[config.mk]
export PLATFORM = sky130hd
export DESIGN_NAME = sec_tick_counter
export DESIGN_NICKNAME = d
export VERILOG_FILES = /design/src/rtl/sec_tick_counter_pkg.sv /design/src/rtl/sec_tick_counter_btn_sync_edge.sv /design/src/rtl/sec_tick_counter.sv
export SDC_FILE = /design/constraint.sdc
export NUM_CORES = 1
export LEC_CHECK = 0
export ABC_AREA = 1
export CAP_MARGIN = 20
export CORE_MARGIN = 5
export CORE_UTILIZATION = 62
export CTS_CLUSTER_SIZE = 30
export DETAILED_ROUTE_END_ITERATION = 6
export HOLD_SLACK_MARGIN = 0.1
export PLACE_DENSITY = 0.85
export SYNTH_ARGS = -nofsm -noshare
export SYNTH_HDL_FRONTEND = slang
export SYNTH_SLANG_ARGS = --single-unit
export TNS_END_PERCENT = 30
[constraint.sdc]
create_clock -name clk -period 2.5 [get_ports clk]
set_clock_uncertainty 0.15 [all_clocks]
set_input_delay 0.75 -clock clk [delete_from_list [all_inputs] [get_ports clk]]
set_output_delay 0.75 -clock clk [all_outputs]
set_load 0.01 [all_outputs]
[src/rtl/sec_tick_counter_pkg.sv]
// -----------------------------------------------------------------------------
// sec_tick_counter_pkg
// Shared definitions for the seconds time-base block and its button path.
//   SEC_W        width of the seconds value
//   SEC_MAX      last seconds value before the wrap to 0
//   run_state_e  run/stop state encoding (STOPPED=0, RUNNING=1)
//   presc_width  prescaler register width for a given clock frequency
// -----------------------------------------------------------------------------
package sec_tick_counter_pkg;

    localparam int SEC_W = 6;
    localparam logic [SEC_W-1:0] SEC_MAX = 6'd59;

    typedef enum logic {
        STOPPED = 1'b0,
        RUNNING = 1'b1
    } run_state_e;

    // Bits needed to hold 0..clk_hz-1; never less than one bit so that a
    // degenerate CLK_HZ of 1 or 2 still yields a legal register.
    function automatic int presc_width(input int clk_hz);
        return (clk_hz > 2) ? $clog2(clk_hz) : 1;
    endfunction

endpackage

[src/rtl/sec_tick_counter_btn_sync_edge.sv]
// -----------------------------------------------------------------------------
// btn_sync_edge
// Brings an asynchronous, already debounced button level into the clk domain
// through two synchronizer flops and produces a one-cycle pulse on each
// rising edge of the synchronized level.
//   clk     system clock
//   reset   asynchronous active-high reset, clears all flops to 0
//   btn_in  asynchronous button level
//   rise    one-cycle pulse, high while sync2 is 1 and the delayed copy is 0
// -----------------------------------------------------------------------------
module btn_sync_edge (
    input  logic clk,
    input  logic reset,
    input  logic btn_in,
    output logic rise
);

    logic sync1_q, sync1_d;
    logic sync2_q, sync2_d;
    logic prev_q,  prev_d;

    always_comb begin
        sync1_d = btn_in;
        sync2_d = sync1_q;
        prev_d  = sync2_q;
    end

    always_ff @(posedge clk or posedge reset) begin
        if (reset) begin
            sync1_q <= 1'b0;
            sync2_q <= 1'b0;
            prev_q  <= 1'b0;
        end else begin
            sync1_q <= sync1_d;
            sync2_q <= sync2_d;
            prev_q  <= prev_d;
        end
    end

    // Decoded from flops only, so the pulse is glitch-free and the consumer
    // acts on it at the very edge that also updates prev_q.
    assign rise = sync2_q & ~prev_q;

endmodule

[src/rtl/sec_tick_counter.sv]
// -----------------------------------------------------------------------------
// sec_tick_counter
// Divides clk down to a 1 Hz tick and counts seconds 0..59, emitting a
// minute carry for the minutes stage. A push button toggles run/stop and a
// one-cycle load strobe presets the seconds value.
//   clk        system clock, all logic on the rising edge
//   reset      asynchronous active-high reset
//   btn_run    asynchronous debounced button; each rising edge toggles run
//   load       one-cycle preset strobe
//   load_val   preset seconds value (values above 59 are ignored)
//   data       registered seconds count 0..59
//   sec_tick   one-cycle pulse in the cycle data first shows an increment
//   min_carry  one-cycle pulse in the cycle data first shows the 59->0 wrap
//   running    1 while in the RUNNING state
// Parameters:
//   CLK_HZ        clk cycles per second
//   RUN_AT_RESET  1: reset enters RUNNING, 0: reset enters STOPPED
// -----------------------------------------------------------------------------
module sec_tick_counter
    import sec_tick_counter_pkg::*;
#(
    parameter int CLK_HZ       = 50000000,
    parameter bit RUN_AT_RESET = 1'b1
) (
    input  logic             clk,
    input  logic             reset,
    input  logic             btn_run,
    input  logic             load,
    input  logic [SEC_W-1:0] load_val,
    output logic [SEC_W-1:0] data,
    output logic             sec_tick,
    output logic             min_carry,
    output logic             running
);

    localparam int             PW          = presc_width(CLK_HZ);
    localparam logic [PW-1:0]  PRESC_TC    = PW'(CLK_HZ - 1);
    localparam run_state_e     RESET_STATE = RUN_AT_RESET ? RUNNING : STOPPED;

    run_state_e       state_q, state_d;
    logic [PW-1:0]    presc_q, presc_d;
    logic [SEC_W-1:0] data_q, data_d;
    logic             sec_tick_q, sec_tick_d;
    logic             min_carry_q, min_carry_d;

    logic btn_rise;
    logic tc_hit;
    logic load_ok;

    btn_sync_edge u_btn_sync_edge (
        .clk    (clk),
        .reset  (reset),
        .btn_in (btn_run),
        .rise   (btn_rise)
    );

    // Terminal count is judged on the current state, so a stop that lands on
    // the terminal-count edge still delivers that second's tick.
    assign tc_hit  = (state_q == RUNNING) && (presc_q == PRESC_TC);
    assign load_ok = load && (load_val <= SEC_MAX);

    always_comb begin
        state_d     = state_q;
        presc_d     = presc_q;
        data_d      = data_q;
        sec_tick_d  = 1'b0;
        min_carry_d = 1'b0;

        // Run/stop toggle is independent of load; both may act together.
        if (btn_rise) begin
            state_d = (state_q == RUNNING) ? STOPPED : RUNNING;
        end

        if (load_ok) begin
            // A valid preset restarts the second and suppresses any tick due
            // on this edge.
            data_d  = load_val;
            presc_d = '0;
        end else if (state_q == RUNNING) begin
            if (tc_hit) begin
                presc_d    = '0;
                sec_tick_d = 1'b1;
                if (data_q == SEC_MAX) begin
                    data_d      = '0;
                    min_carry_d = 1'b1;
                end else begin
                    data_d = data_q + 1'b1;
                end
            end else begin
                presc_d = presc_q + 1'b1;
            end
        end
    end

    always_ff @(posedge clk or posedge reset) begin
        if (reset) begin
            state_q     <= RESET_STATE;
            presc_q     <= '0;
            data_q      <= '0;
            sec_tick_q  <= 1'b0;
            min_carry_q <= 1'b0;
        end else begin
            state_q     <= state_d;
            presc_q     <= presc_d;
            data_q      <= data_d;
            sec_tick_q  <= sec_tick_d;
            min_carry_q <= min_carry_d;
        end
    end

    assign data      = data_q;
    assign sec_tick  = sec_tick_q;
    assign min_carry = min_carry_q;
    assign running   = (state_q == RUNNING);

endmodule
# Word-level counts from Yosys, hierarchy flattened
# Index checks and enable logic that the tools add are counted.
# totals
in_bits	10
output_inout_bits	9
regBits	38
word_cells	35
# classes
bitwise	2
n_reduce_logical	5
muxes	15
n_addsub	2
order_cmp	1
n_eq_ne	2
# op_table
op	count
26-bit two-way mux	3
26-bit by 1-bit adder with 26-bit output (second input constant)	1
26-bit == test (second input constant)	1
6-bit two-way mux	4
1-bit two-way mux	8
6-bit by 1-bit adder with 6-bit output (second input constant)	1
6-bit == test (second input constant)	1
6-bit <= comparator (second input constant)	1
2-bit nonzero test	2
1-bit logical AND	2
2-bit AND reduction	1
1-bit bitwise AND	1
1-bit inverter	1

# Longest topological paths before layout
# Gate-level depths: netlist of run 1.
# depth
word_depth	5
ltp_mapped	11
depth_no_buf	11

# By module
# A second synthesis of run 1 with hierarchy kept.
# hier_totals
hier_cells	303
area_unflattened_um2	2218.4
# by_module_without_submodules
mod	instances	area_each_um2	cells_each	seq_area_each_um2
sec_tick_counter	1	2129.5	297	877.1
btn_sync_edge	1	88.8	6	75.1

# Worst setup path before layout of run 1
# Ideal clock, no wire load.
# synth_timing
kind	in2reg
start	input port load_val[3]
end	register presc_q[12]
stages	7
required_time_ps	2231
arrival_ps	1631
setup_slack_ps	600
setup_ps	119
n_path_buf	1
cell_sequence	nand2_1 o21ai_4 nand2_2 buf_2 nand2_2 xor2_1 nor2_2
# synth_via
elab_chain_cells	3
word_cells_on_any_way	4
classes_between	order compare (1); mux (1); reduce/logical (2)
# synth_lines
item	line	text
from (decl)	sec_tick_counter.sv:29	input logic [SEC_W-1:0] load_val,
6-bit <= comparator (*)	sec_tick_counter.sv:60	assign load_ok = load && (load_val <= SEC_MAX);
1-bit logical AND (*)	sec_tick_counter.sv:60	
26-bit two-way mux or 2-bit nonzero test (tied branches)	n/a	
to (signal assigned)	sec_tick_counter.sv:104	presc_q <= presc_d;
to (decl)	sec_tick_counter.sv:41	logic [PW-1:0] presc_q, presc_d;
# Mark *: on every way between the ends. The rest lies on a longest branch, timed or not.
# A chain may end at the register's enable or synchronous reset.

# Final worst setup path of run 1
# layout_timing
start	register state_q (netlist: running)
end	output port running
# layout_rtl
item	line	text
from (decl)	sec_tick_counter.sv:40	run_state_e state_q, state_d;
from (signal assigned)	sec_tick_counter.sv:103	state_q <= state_d;
to (decl)	sec_tick_counter.sv:33	output logic running
# No word-level cell between the ends.

==> results.txt, run 1 <==
Clk pwr share - 24.3%
Area contributors post-synth - dfrtp_1 42%, nand2_1 13%, nor2_1 5.7%
Tmin final - 2.44 ns
Crit. path cell count - 1
Core area - 0.00342 mm²
Pint - 0.967 mW
Drt wl/cell - 13.0 µm
CP endpoint kind - output port
Final setup fails - 0
Worst Hold Path EP - u_btn_sync_edge.prev_d
Delay-heaviest family, CP - flip-flops
Post-DRT Antenna Nets - 0
Register share of total power - 52.4%
CP max FO - 8
Layout cell share with drive strength beyond 1 - 14.7%
Net Sw Frac - 29.7%
Sequential area share after synthesis - 42.8%
Syn Nets - 306
Die area - 0.00488 mm²
CP max-delay cell - dfstp_2
Initial antenna violation count - 0
Worst path max stage delay - 0.63 ns
Hold Startpoint - u_btn_sync_edge.sync1_q
Setup crit start kind - register
Crit path cell chain - clkdlybuf4s50_1
Hpwl dp - 3630 µm
Clock Pin Slew Worst Setup and Hold Paths - 0.11 ns
Max cap viols - 0
Critical Path AT - 1.54 ns
Status - finished, final reports clean
Internal reg-to-reg setup slack - 0.63 ns
# IOs - 19
Overflow left after global routing - 0
Pleak - 1.10 nW
First-pass iteration count of the detailed router - 4
Slew headroom - 67.6%
Max-slew violations - 0
Register-to-Register Path Depth - 9
Avg Cell Area, Syn - 7.56 µm²
Top-area cell type share of the netlist area - 41.7%
WL final - 4870 µm
Cts bufs inserted - 5
Synth Cell Area - 0.00222 mm²
Reg2Reg Launch Point - running
Worst Setup Path Type - reg -> out
Die Y - 69.9 µm
Pin count of the biggest net entering global routing - 39
Pwr dens - 535 mW/mm²
Worst vdd ir - 0.427 mV
Number of vias in the routed layout - 1966
Largest buffer count on any clock path - 2
Clock sink count - 38
Ys Warns - 0
DRT iter0 DRCs - 193
Worst hold margin - 0.221 ns
Most common cell after layout, fill and taps aside - nand2_1
RSZ-0062 raised after global routing - no
Antenna diode count - 0
Number of buffers added on ports - 18
Tcrit/Tclk final - 97.4%
Via-to-Cell Ratio - 5.27
Total GRT Usage - 21.2%
R2R Path End - data[1]
Post-synthesis cell type count - 30
Worst slew pin tran - 0.486 ns
Min-delay worst type - reg -> reg
CTS Hold Bufs - 0
#FFs+latches synth - 38
Vias in the first global route - 1975
Critical Path RT - 1.60 ns
FMAX - 411 MHz
CTS tree - done
Cell Rows - 21
Most frequent cells in the layout - 78 x nand2_1, 37 x dfrtp_1, 34 x nor2_1, 32 x inv_1, 24 x nand3_1
Area leader, netlist - dfrtp_1
GP Congestion - 0.970
First-pass GRT wire length - 8470 µm
Starting Density - 65.1%
Area Overhead vs Synth - 15.6%
DR DRC count - 0
Clock Tree Root - clkbuf_4
H-tree depth - 2
Final hold vios - 0
Setup TNS - 0 ns
Number of fill cells in the layout - 245
Buf+Inv Stages, Crit Path - 1
Comb power frac - 23.4%
Syn Inst Count - 294
Hold Path Stages - 0
Net Sw Power - 0.408 mW
Horiz. Die Dim - 69.9 µm
# Post-CTS Setup Buffers - 0
Layout Nets - 338
Clk_lat worst skew - 0.34 ns
Post-CTS sizing - 0
## metrics by stage
step / cell area [µm²] / total power, mW / utilization (%) / worst slack (ns) / instances
6_report: 2570 / 1.37 / 75.2 / 0.0643 / 373
4_1_cts: 2540 / 1.33 / 74.3 / 0.0236 / 369
2_1_floorplan: 2220 / 0.875 / - / 0.600 / 294
5_1_grt: 2570 / 1.45 / 75.2 / 0.00592 / 373
3_5_place_dp: 2480 / 1.00 / 72.6 / 0.00105 / 361
3_3_place_gp: 2480 / 0.993 / 72.6 / 0.0709 / 361
## flip-flops by register name, indices dropped and copies added, names as in the netlist
signal / cells
min_carry: 1
u_btn_sync_edge.sync1_q: 1
sec_tick: 1
running: 1
u_btn_sync_edge.prev_d: 1
presc_q: 26
data: 6
u_btn_sync_edge.prev_q: 1
## kinds of logic after synthesis
| group | after synthesis | share of synthesized area [%] |
|---|---|---|
| DFF | 38 | 42.8 |
| AOI/OAI and AO/OA | 20 | 5.63 |
| xor gates and xnor gates | 11 | 4.34 |
| and+or+nand+nor | 181 | 37.6 |
| adders and majority gates | 2 | 1.13 |
| buffers and inverters | 42 | 8.50 |
## per-layer routing
metal | up-vias | wire, µm | global-route usage [%]
met5 | - | 0 | 0
li1 | 1001 | - | -
met1 | 897 | 2160 | 25.8
met2 | 56 | 2380 | 36.4
met3 | 12 | 235 | 4.45
met4 | 0 | 87 | 8.72
## layout make-up
cell class / count / area, µm² / share of cell area, %
inverters: 35 / 134 / 5.21
repair buffers: 32 / 285 / 11.1
flip-flops and latches: 38 / 952 / 37.1
multi-input cells: 214 / 1080 / 42.1
clock buffers: 8 / 58.8 / 2.29
well taps: 46 / 57.6 / 2.24
## how the worst max path moves through the flow
stage | slack, ns | end | from
2_1_floorplan | 0.60 | presc_q[12] | load_val[3]
5_1_grt | 0.006 | running | running
4_1_cts | 0.02 | running | running
3_3_place_gp | 0.07 | presc_q[13] | load_val[3]
6_report | 0.06 | running | running
3_5_place_dp | 0.001 | presc_q[13] | load_val[3]
## Yosys cell counts
master	count
nor2_4	3
inv_1	32
buf_2	4
nand3_1	24
ha_1	2
a21oi_1	5
dfrtp_1	37
nand2_2	3
nand4_1	13
buf_12	1
o21bai_2	1
xnor2_1	2
dfstp_2	1
nor3_1	9
o31ai_1	2
buf_6	1
a211oi_1	1
o21ai_4	1
inv_2	2
inv_4	1
nand2_1	78
or2_2	1
o21ai_1	4
o21ai_0	6
nor2_1	34
clkbuf_1	1
nand3b_1	1
nor2_2	13
nor3_2	2
xor2_1	9
## power by group through the flow
stage          Clock [mW]  Sequential, mW  Combinational, mW
5_1_grt             0.369           0.727              0.350
4_1_cts             0.340           0.723              0.269
3_5_place_dp            0           0.734              0.267
6_report            0.333           0.720              0.321
3_3_place_gp            0           0.733              0.259
2_1_floorplan           0           0.717              0.158
Note: power is estimated with default switching activity, not from simulation.
==> run 2: changes to the inputs <==
--- a/config.mk
+++ b/config.mk
@@ -7,7 +7,7 @@
 export LEC_CHECK = 0
 export ABC_AREA = 1
 export CAP_MARGIN = 20
-export CORE_MARGIN = 5
+export CORE_MARGIN = 2
 export CORE_UTILIZATION = 62
 export CTS_CLUSTER_SIZE = 30
 export DETAILED_ROUTE_END_ITERATION = 6
==> run 2 against run 1 <==
Against the previous run: global-route usage up 4.7 points; critical path depth unchanged; setup slack improved by 0.10 ns; die area fell by 16%; flip-flop and latch count is the same; first-iteration DRC count decreased by 23%; core utilization shrank 0.71 points; final area fell by 1.7%; sequential share of layout area increased by 0.64 points; via count up 1.1%; cell count shrank 1.6%.
==> results.txt, run 2 (synthesis gave the netlist of run 1 again) <==
Clock Tree Root - clkbuf_4
Clk_lat worst skew - 0.36 ns (+0.02 ns)
Final Cell Area - 0.00252 mm² (-1.7%)
Worst path max stage delay - 0.55 ns (-0.08 ns)
WL final - 4640 µm (-4.7%)
Core area - 0.00339 mm² (-0.77%)
Min-delay worst type - reg -> reg
Placed Instances - 358 (-0.83%)
Cell Count, Final, Fillers Out - 367 (-1.6%)
Reg with most FFs - presc_q
Drt wl/cell - 12.6 µm (-3.1%)
Largest register FFs - 26 (unchanged)
Tcrit/Tclk final - 93.4% (-4.0 points)
First-pass iteration count of the detailed router - 4 (unchanged)
Area Overhead vs Synth - 13.6%
Overflow left after global routing - 0 (unchanged)
Total GRT Usage - 25.9% (+4.7 points)
Final hold vios - 0 (unchanged)
DR DRC count - 0 (unchanged)
Worst setup margin - 0.164 ns (+0.100 ns)
Clock sink count - 38 (unchanged)
Antenna diode count - 0 (unchanged)
H-tree depth - 2 (unchanged)
Die Y - 63.9 µm (-8.6%)
Die area - 0.00408 mm² (-16%)
Horiz. Die Dim - 63.9 µm (-8.6%)
Worst slew pin tran - 0.480 ns (-0.00573 ns)
Status - finished, final reports clean
Most frequent cells in the layout - 78 x nand2_1, 37 x dfrtp_1, 34 x nor2_1, 32 x inv_1, 24 x nand3_1
Starting Density - 65.6% (+0.50 points)
Critical Path RT - 1.60 ns (about the same)
Delay-heaviest family, CP - flip-flops
Post-DRT Antenna Nets - 0 (unchanged)
Worst hold margin - 0.211 ns (-0.00931 ns)
Layout Nets - 332 (-1.8%)
DRT iter0 DRCs - 148 (-23%)
Cell Area, Placed - 0.00246 mm² (-0.91%)
Largest buffer count on any clock path - 2 (unchanged)
# IOs - 19 (unchanged)
Number of buffers added on ports - 18 (unchanged)
Hpwl dp - 3400 µm (-6.4%)
Worst vdd ir - 0.381 mV (-11%)
Worst Setup Path Type - reg -> out
Initial antenna violation count - 0 (unchanged)
CP max-delay cell - dfstp_2
Clock Pin Slew Worst Setup and Hold Paths - 0.11 ns (about the same)
Cts bufs inserted - 5 (unchanged)
RSZ-0062 raised after global routing - no
Design Power - 1.34 mW (-2.9%)
CTS tree - done
Final setup fails - 0 (unchanged)
Layout cell share with drive strength beyond 1 - 13.4% (-1.3 points)
Most common cell after layout, fill and taps aside - nand2_1
Pwr dens - 529 mW/mm² (-1.2%)
Max-slew violations - 0 (unchanged)
Slew headroom - 68.0% (+0.38 points)
Via-to-Cell Ratio - 5.42 (+2.8%)
Pleak - 1.07 nW (-2.4%)
CP endpoint kind - output port
Cell Rows - 21 (unchanged)
Crit path cell chain - clkdlybuf4s50_1
First-pass GRT wire length - 8140 µm (-3.9%)
Number of vias in the routed layout - 1988 (+1.1%)
FMAX - 428 MHz (+4.3%)
Vias in the first global route - 1782 (-9.8%)
Final core occ - 74.5% (-0.71 points)
CP max FO - 2 (-6)
Buf+Inv Stages, Crit Path - 1 (unchanged)
Critical Path AT - 1.44 ns (-0.10 ns)
Internal reg-to-reg setup slack - 0.51 ns (-0.12 ns)
Pre-CTS WS - 0.0215 ns (+0.0204 ns)
Max cap viols - 0 (unchanged)
Tmin final - 2.34 ns (-0.100 ns)
Setup crit start kind - register
Setup TNS - 0 ns (unchanged)
Pin count of the biggest net entering global routing - 39 (unchanged)
Number of fill cells in the layout - 256 (+4.5%)
GP Congestion - 0.899 (-7.3%)
[run 2: worst paths after layout]
kind | to | startpoint | depth (start not counted)
worst min-delay path | u_btn_sync_edge.prev_d | u_btn_sync_edge.sync1_q | 0
min in group asynchronous | presc_q[3] | reset | 3
worst max-delay path | running | running | 1
worst max register to register | presc_q[20] | presc_q[0] | 10
max in group asynchronous | presc_q[5] | reset | 3
worst min register to register | u_btn_sync_edge.prev_d | u_btn_sync_edge.sync1_q | 0
[run 2: layer usage]
metal	wire (µm)	up-vias	part of all wire (%)	track usage [%]
met5	0	-	0	0
met3	275	9	5.9	5.28
met1	2250	921	49	37.6
met2	2020	67	44	37.8
li1	-	991	-	-
met4	91	0	2.0	10.6
[run 2: cell type report]
type	count	area (µm²)	share of cell area [%]
Sequential cell	38	952	37.7
Clock inverter	1	5.00	0.198
Timing Repair Buffer	26	240	9.51
Tap cell	46	57.6	2.28
Inverter	35	134	5.30
Multi-Input combinational cell	214	1080	42.8
Clock buffer	7	55.1	2.18
[run 2: power breakdown]
part	internal, mW	switching [mW]	total (mW)
sequential	0.662	0.0407	0.703
clock	0.136	0.205	0.341
combinational	0.129	0.161	0.291
total	0.928	0.407	1.34
[run 2: repair_timing]
action	in CTS	in global routing
hold buffers	0	0
gates resized for setup	0	0
setup endpoints to repair	1	0
setup buffers	1	0
==> run 3: changes to the inputs <==
--- a/config.mk
+++ b/config.mk
@@ -9,7 +9,7 @@
 export CAP_MARGIN = 20
 export CORE_MARGIN = 2
 export CORE_UTILIZATION = 62
-export CTS_CLUSTER_SIZE = 30
+export CTS_CLUSTER_SIZE = 40
 export DETAILED_ROUTE_END_ITERATION = 6
 export HOLD_SLACK_MARGIN = 0.1
 export PLACE_DENSITY = 0.85
==> results of run 3 <==
No change in the layout: final DEF, timing and power equal those of run 2.
